[src/rtl/pipe_reg_chain.sv]
// DEPTH-stage valid/ready register chain with bubble collapse, flush and freeze.
// Define PIPE_REG_STATS_EN to build the stall_cnt / kill_cnt statistics counters.
module pipe_reg_chain #(
  parameter int WIDTH = 32,
  parameter int DEPTH = 4,
  parameter int CNTW  = 16
) (
  input  logic                   clk,
  input  logic                   rst,
  input  logic                   freeze,
  input  logic [DEPTH-1:0]       flush,
  input  logic                   in_valid,
  input  logic [WIDTH-1:0]       in_data,
  output logic                   in_ready,
  output logic                   out_valid,
  output logic [WIDTH-1:0]       out_data,
  input  logic                   out_ready,
  output logic [DEPTH-1:0]       stage_valid,
  output logic [DEPTH*WIDTH-1:0] stage_data,
  output logic [CNTW-1:0]        occupancy,
  output logic [CNTW-1:0]        stall_cnt,
  output logic [CNTW-1:0]        kill_cnt
);

  logic [DEPTH-1:0] vld;
  logic [DEPTH-1:0] adv;
  logic [DEPTH-1:0] load;
  logic [DEPTH-1:0] vin;
  logic [DEPTH-1:0] v_hold;
  logic [DEPTH-1:0] v_nxt;
  logic [WIDTH-1:0] dat [DEPTH];

  // Closed form of the advance recursion: a stage moves when any
  // later stage is empty or the output is consumed.
  always_comb begin
    adv = '0;
    for (int i = 0; i < DEPTH; i++) begin
      logic room;
      room = out_ready;
      for (int j = i + 1; j < DEPTH; j++) begin
        room = room || !vld[j];
      end
      adv[i] = !freeze && vld[i] && room;
    end
  end

  always_comb begin
    load   = '0;
    vin    = '0;
    v_hold = '0;
    for (int i = 0; i < DEPTH; i++) begin
      load[i] = !freeze && (!vld[i] || adv[i]);
    end
    vin[0] = in_valid && in_ready;
    for (int i = 1; i < DEPTH; i++) begin
      vin[i] = adv[i-1];
    end
    for (int i = 0; i < DEPTH; i++) begin
      v_hold[i] = load[i] ? vin[i] : vld[i];
    end
  end

  assign v_nxt     = v_hold & ~flush;
  assign in_ready  = rst && load[0];
  assign out_valid = vld[DEPTH-1] && !freeze;
  assign out_data  = dat[DEPTH-1];
  assign stage_valid = vld;

  for (genvar g = 0; g < DEPTH; g++) begin : g_tap
    assign stage_data[g*WIDTH +: WIDTH] = dat[g];
  end

  always_ff @(posedge clk or negedge rst) begin
    if (!rst) begin
      vld       <= '0;
      occupancy <= '0;
      for (int i = 0; i < DEPTH; i++) begin
        dat[i] <= '0;
      end
    end else begin
      vld       <= v_nxt;
      occupancy <= CNTW'($countones(v_nxt));
      if (load[0] && vin[0]) begin
        dat[0] <= in_data;
      end
      for (int i = 1; i < DEPTH; i++) begin
        if (load[i] && vin[i]) begin
          dat[i] <= dat[i-1];
        end
      end
    end
  end

`ifdef PIPE_REG_STATS_EN
  logic [CNTW:0] kinc;
  logic [CNTW:0] ksum;
  logic          stall_ev;

  // Items that would have been held or received but are flushed.
  assign kinc     = (CNTW+1)'($countones(flush & v_hold));
  assign ksum     = {1'b0, kill_cnt} + kinc;
  assign stall_ev = in_valid && !in_ready && rst;

  always_ff @(posedge clk or negedge rst) begin
    if (!rst) begin
      stall_cnt <= '0;
      kill_cnt  <= '0;
    end else begin
      if (stall_ev && !(&stall_cnt)) begin
        stall_cnt <= stall_cnt + 1'b1;
      end
      kill_cnt <= ksum[CNTW] ? '1 : ksum[CNTW-1:0];
    end
  end
`else
  assign stall_cnt = '0;
  assign kill_cnt  = '0;
`endif

endmodule

[config.mk]
export PLATFORM = sky130hd
export DESIGN_NAME = pipe_reg_chain
export DESIGN_NICKNAME = d
export VERILOG_FILES = /design/src/rtl/pipe_reg_chain.sv
export SDC_FILE = /design/constraint.sdc
export NUM_CORES = 1
export LEC_CHECK = 0
export CAP_MARGIN = 25
export CELL_PAD_IN_SITES_DETAIL_PLACEMENT = 0
export CELL_PAD_IN_SITES_GLOBAL_PLACEMENT = 1
export CORE_MARGIN = 4
export CORE_UTILIZATION = 38
export CTS_BUF_LIST = sky130_fd_sc_hd__clkbuf_2
export DETAILED_ROUTE_END_ITERATION = 12
export GPL_TIMING_DRIVEN = 0
export PLACE_DENSITY_LB_ADDON = 0.1
export SYNTH_ARGS = -nofsm -noshare
export SYNTH_HDL_FRONTEND = slang
export SYNTH_SLANG_ARGS = --single-unit
export TNS_END_PERCENT = 20
[constraint.sdc]
create_clock -name clk -period 5.41 [get_ports clk]
set_input_delay 1.082 -clock clk [delete_from_list [all_inputs] [get_ports clk]]
set_output_delay 1.082 -clock clk [all_outputs]
set_load 0.005 [all_outputs]
**Yosys cells after proc, flatten, opt, wreduce, memory -nomap -nowiden**

Index checks and enable logic that the tools add are counted.

- $add $sub $neg: 3
- Multiplexer cells: 4
- Bitwise logic cells: 2
- Reduce and logical (&&, ||, !) cells: 33

Operators with widths:

| operator | count |
|---|---|
| logical AND 1 bit | 18 |
| logical OR 1 bit | 10 |
| zero test 1 bit | 5 |
| adder 1 x 1 -> 2 bit | 2 |
| AND 4 bit | 1 |
| 2-to-1 mux 1 bit | 4 |
| NOT 4 bit | 1 |
| adder 2 x 2 -> 3 bit | 1 |

- Register bits: 135
- Input bits: 41
- Output and inout port bits: 214
- Logic and storage cells: 48

**Logic depth before layout (Yosys ltp)**

- Word-level depth: 13
- Depth in mapped cells: 7
- Gate-level depth less buffers: 7

**Worst setup path after synthesis**

No wires, ideal clock.

- Path type: input to register
- From: in out_ready
- To: reg occupancy[1]
- Library setup time: 0.126 ns
- Data arrival time: 2.679 ns
- Required time: 5.284 ns
- Slack: 2.605 ns
- Stages: 7
- Buffers on the path: 0
- Path through: and2b_4 > nand4_1 > a31o_2 > fa_1 > inv_1 > ha_1 > ha_1

- Cells in the longest elaborated chain, start to end: 12
- Elaborated cells between the ends (all ways): 28
- Those cells by class: add/sub (3); mux (4); bitwise (1); reduce/logical (20)

RTL lines:

| element | RTL line | source |
|---|---|---|
| start: declaration | 17 | `input logic out_ready,` |
| logical OR 1 bit (3 in a row) | 41 | `room = room \|\| !vld[j];` |
| logical AND 1 bit | 43 | `adv[i] = !freeze && vld[i] && room;` |
| logical OR 1 bit | 52 | `load[i] = !freeze && (!vld[i] \|\| adv[i]);` |
| logical AND 1 bit | 52 |  |
| logical AND 1 bit | 64 | `assign in_ready = rst && load[0];` |
| logical AND 1 bit | 54 | `vin[0] = in_valid && in_ready;` |
| 2-to-1 mux 1 bit | 59 | `v_hold[i] = load[i] ? vin[i] : vld[i];` |
| AND 4 bit * | 63 | `assign v_nxt = v_hold & ~flush;` |
| adder 1 x 1 -> 2 bit (implied by the code) | 82 | `occupancy <= CNTW'($countones(v_nxt));` |
| adder 2 x 2 -> 3 bit (implied by the code) * | 82 |  |
| end signal: assignment | 82 |  |
| end: declaration | 20 | `output logic [CNTW-1:0] occupancy,` |

Every way passes the cells marked *; elsewhere a longest branch is shown, timed or not.
A chain may end at the register's enable or synchronous reset.

**Worst setup path in the final report**

- From: in out_ready
- To: out in_ready

- Cells in the longest elaborated chain, start to end: 7

RTL lines:

| element | RTL line | source |
|---|---|---|
| logical OR 1 bit (3 in a row) | 41 |  |
| logical AND 1 bit | 43 |  |
| logical OR 1 bit | 52 |  |
| logical AND 1 bit | 52 |  |
| logical AND 1 bit | 64 |  |
| end: declaration | 14 | `output logic in_ready,` |

No other way between the ends.

==> metrics.yaml <==
synth.cell_area_mm2: 0.00606
die-area_mm2: 0.0180
cts_resized: 0
layout.area.seq_mm2: 0.00338
grtUsageMet2_pct: 25.4
cp-start-kind: "input port"
multiInputGateArea_mm2: 0.00206
layout-drive-gt1-share_pct: 37.6
antenna_found_initial: 1
die-width_um: 134
cts_setup_buffers: 0
grt_pass1_wl_um: 21500
clock_sinks: 135
top_usage_layer: "met2"
nets: 703
ys_types: 25
critPathBufInv: 2
synth.yosys.warnings: 0
netlist.area_leader.share_pct: 55.7
n_fill_cell: 1293
cap_violations: 0
p_leak_nw: 4.32
grt_max_degree: 69
firstDrtPassIters: 4
avgSynthCellArea_um2: 15.8
wl_per_cell_um: 15.6
numPortBuffers: 209
synth_cells: 385
fin_crit_sh_pct: 69.2
grt_pass1_vias: 3874
synth_area_leaders: "dfrtp_1 56%, mux2_4 15%, mux2_2 12%"
clkTransAtPathRegs_ps: 170
synth-seq-area-share_pct: 55.7
hp-class: "input port to async pin"
p_per_area_mw_per_mm2: 307
dp.cells: 851
globalplace.congestion: 0.699
slew_viol_final: 0
rsz0062_at_grt: "false"
cp_slowest_cell: "clkdlybuf4s50_1"
yosys_most_used_dff: "dfrtp_1"
skew_ps: 20.4
use_met3_pct: 6.15
drt_iter0_drc: 126
cp.required_ps: 4330
vdd_ir_drop_max_mv: 0.124
yosys-top-cells-count: "135 x dfrtp_1, 79 x buf_4, 66 x mux2_2, 60 x mux2_4"
syn_to_final_growth_pct: 46.4
critPathMaxStageDelay_ps: 440
hpwl_um: 10400
cts_max_path_buffers: 2
synth.most_common_cell: "dfrtp_1"
layout_min_cycle_time_ps: 3750
hold_slack_ps: 178
layout.cells.non_filler: 884
track_usage_pct: 15.5
power_mw: 2.73
postSynthRegisterBits: 135
core-area_mm2: 0.0154
path_cells: "clkdlybuf4s50_1, and2b_4, nand4_1, and3b_1, clkdlybuf4s50_1"
num_rows: 45
timing.setup.tns_ps: 0
insertion_delay_ps: 660
viasPerCell: 4.23
grt-ovfl-total: 0
start_util_pct: 39.3
max_freq_ghz: 0.267
finalSetupViolCount: 0
synth_largest_area_cell: "dfrtp_1"
grt.met1_usage_pct: 18.8
arrival_ps: 2660
crit_fanout: 5
cts_tree: "done"
cp-end-kind: "primary output"
synthArstFlopShare_pct: 100
holdBufCountCts: 0
drc: 0
pre_cts_ws_ps: 1670
status: "finished clean"
fin_util_pct: 57.6
placed_cell_area_mm2: 0.00864
synth_edf_count: 0
cpMostUsedCell: "clkdlybuf4s50_1"
finalHoldViolCount: 0
fin_area_mm2: 0.00888
cts_buffers: 17
cpLargestDelayFamily: "buffers and inverters"
drt_wl_total_um: 13800
ant_nets: 0
num_io_pins: 255
htreeDepth: 4
die_h_um: 134
crit_type: "input port to primary output"
fin_ws_ps: 1660
vias: 3743
ctsRootBufferMaster: "clkbuf_2"
[cell families after synthesis]
kind of cell	after synthesis	synth area share [%]
multiplexers	128	27.5
AO/OA/AOI/OAI	12	1.59
other	1	0.0618
adder cells (fa/ha/maj)	3	0.743
buffers and inverters	94	13.1
flip-flops	135	55.7
AND/OR/NAND/NOR	12	1.36
[path summary, 6_finish.rpt]
kind / cells past startpoint / slack (ps) / startpoint / to
worst max-delay path: 5 / 1660 / out_ready / in_ready
worst min-delay path: 1 / 180 / rst / out_data[29]
worst max register to register: 7 / 3210 / stage_valid[3] / occupancy[1]
worst min register to register: 1 / 530 / stage_data[35] / stage_data[67]
max in group asynchronous: 2 / 4710 / rst / stage_data[26]
min in group clk: 1 / 530 / stage_data[35] / stage_data[67]
[power breakdown]
group          internal [mW]  switching, mW  leakage (nW)  total [mW]
Sequential              1.20          0.151          1.75        1.35
Clock                  0.255          0.349         0.150       0.603
Combinational          0.560          0.213          2.43       0.773
[flip-flops by register name (all words and copies together) (netlist names)]
| name | cells |
|---|---|
| occupancy | 3 |
| stage_data | 96 |
| out_data | 32 |
| stage_valid | 4 |
[cell usage in the layout (no fill, tap or decap), types with 2 or more instances in the layout]
master             n
dfrtp_1          135
a21oi_1            3
inv_1              3
buf_12             6
a31o_2             2
o21ai_0            3
clkdlybuf4s50_1  208
and3b_1            2
or2_1              2
buf_6              7
clkinv_2           5
clkinv_1           3
buf_4             79
bufinv_16          3
mux2_4            60
buf_16             2
mux2_1             2
conb_1            45
ha_1               2
a21o_1             2
mux2_2            66
nand2b_1           3
clkbuf_2          20
[final cells by class]
cell class	instances	area share [%]
Timing Repair Buffer	211	24.2
Clock buffer	20	1.13
Clock inverter	12	1.51
Sequential cell	135	38.0
Inverter	3	0.127
Antenna cell	1	0.0282
Buffer	91	8.79
Multi-Input combinational cell	200	23.2
Tap cell	211	2.97
[metal layers]
| layer | vias up | wire length, um |
|---|---|---|
| li1 | 1748 | - |
| met1 | 1825 | 5770 |
| met5 | - | 0 |
| met4 | 0 | 162 |
| met2 | 156 | 6790 |
| met3 | 14 | 1090 |
(Power assumes the default switching activity.)
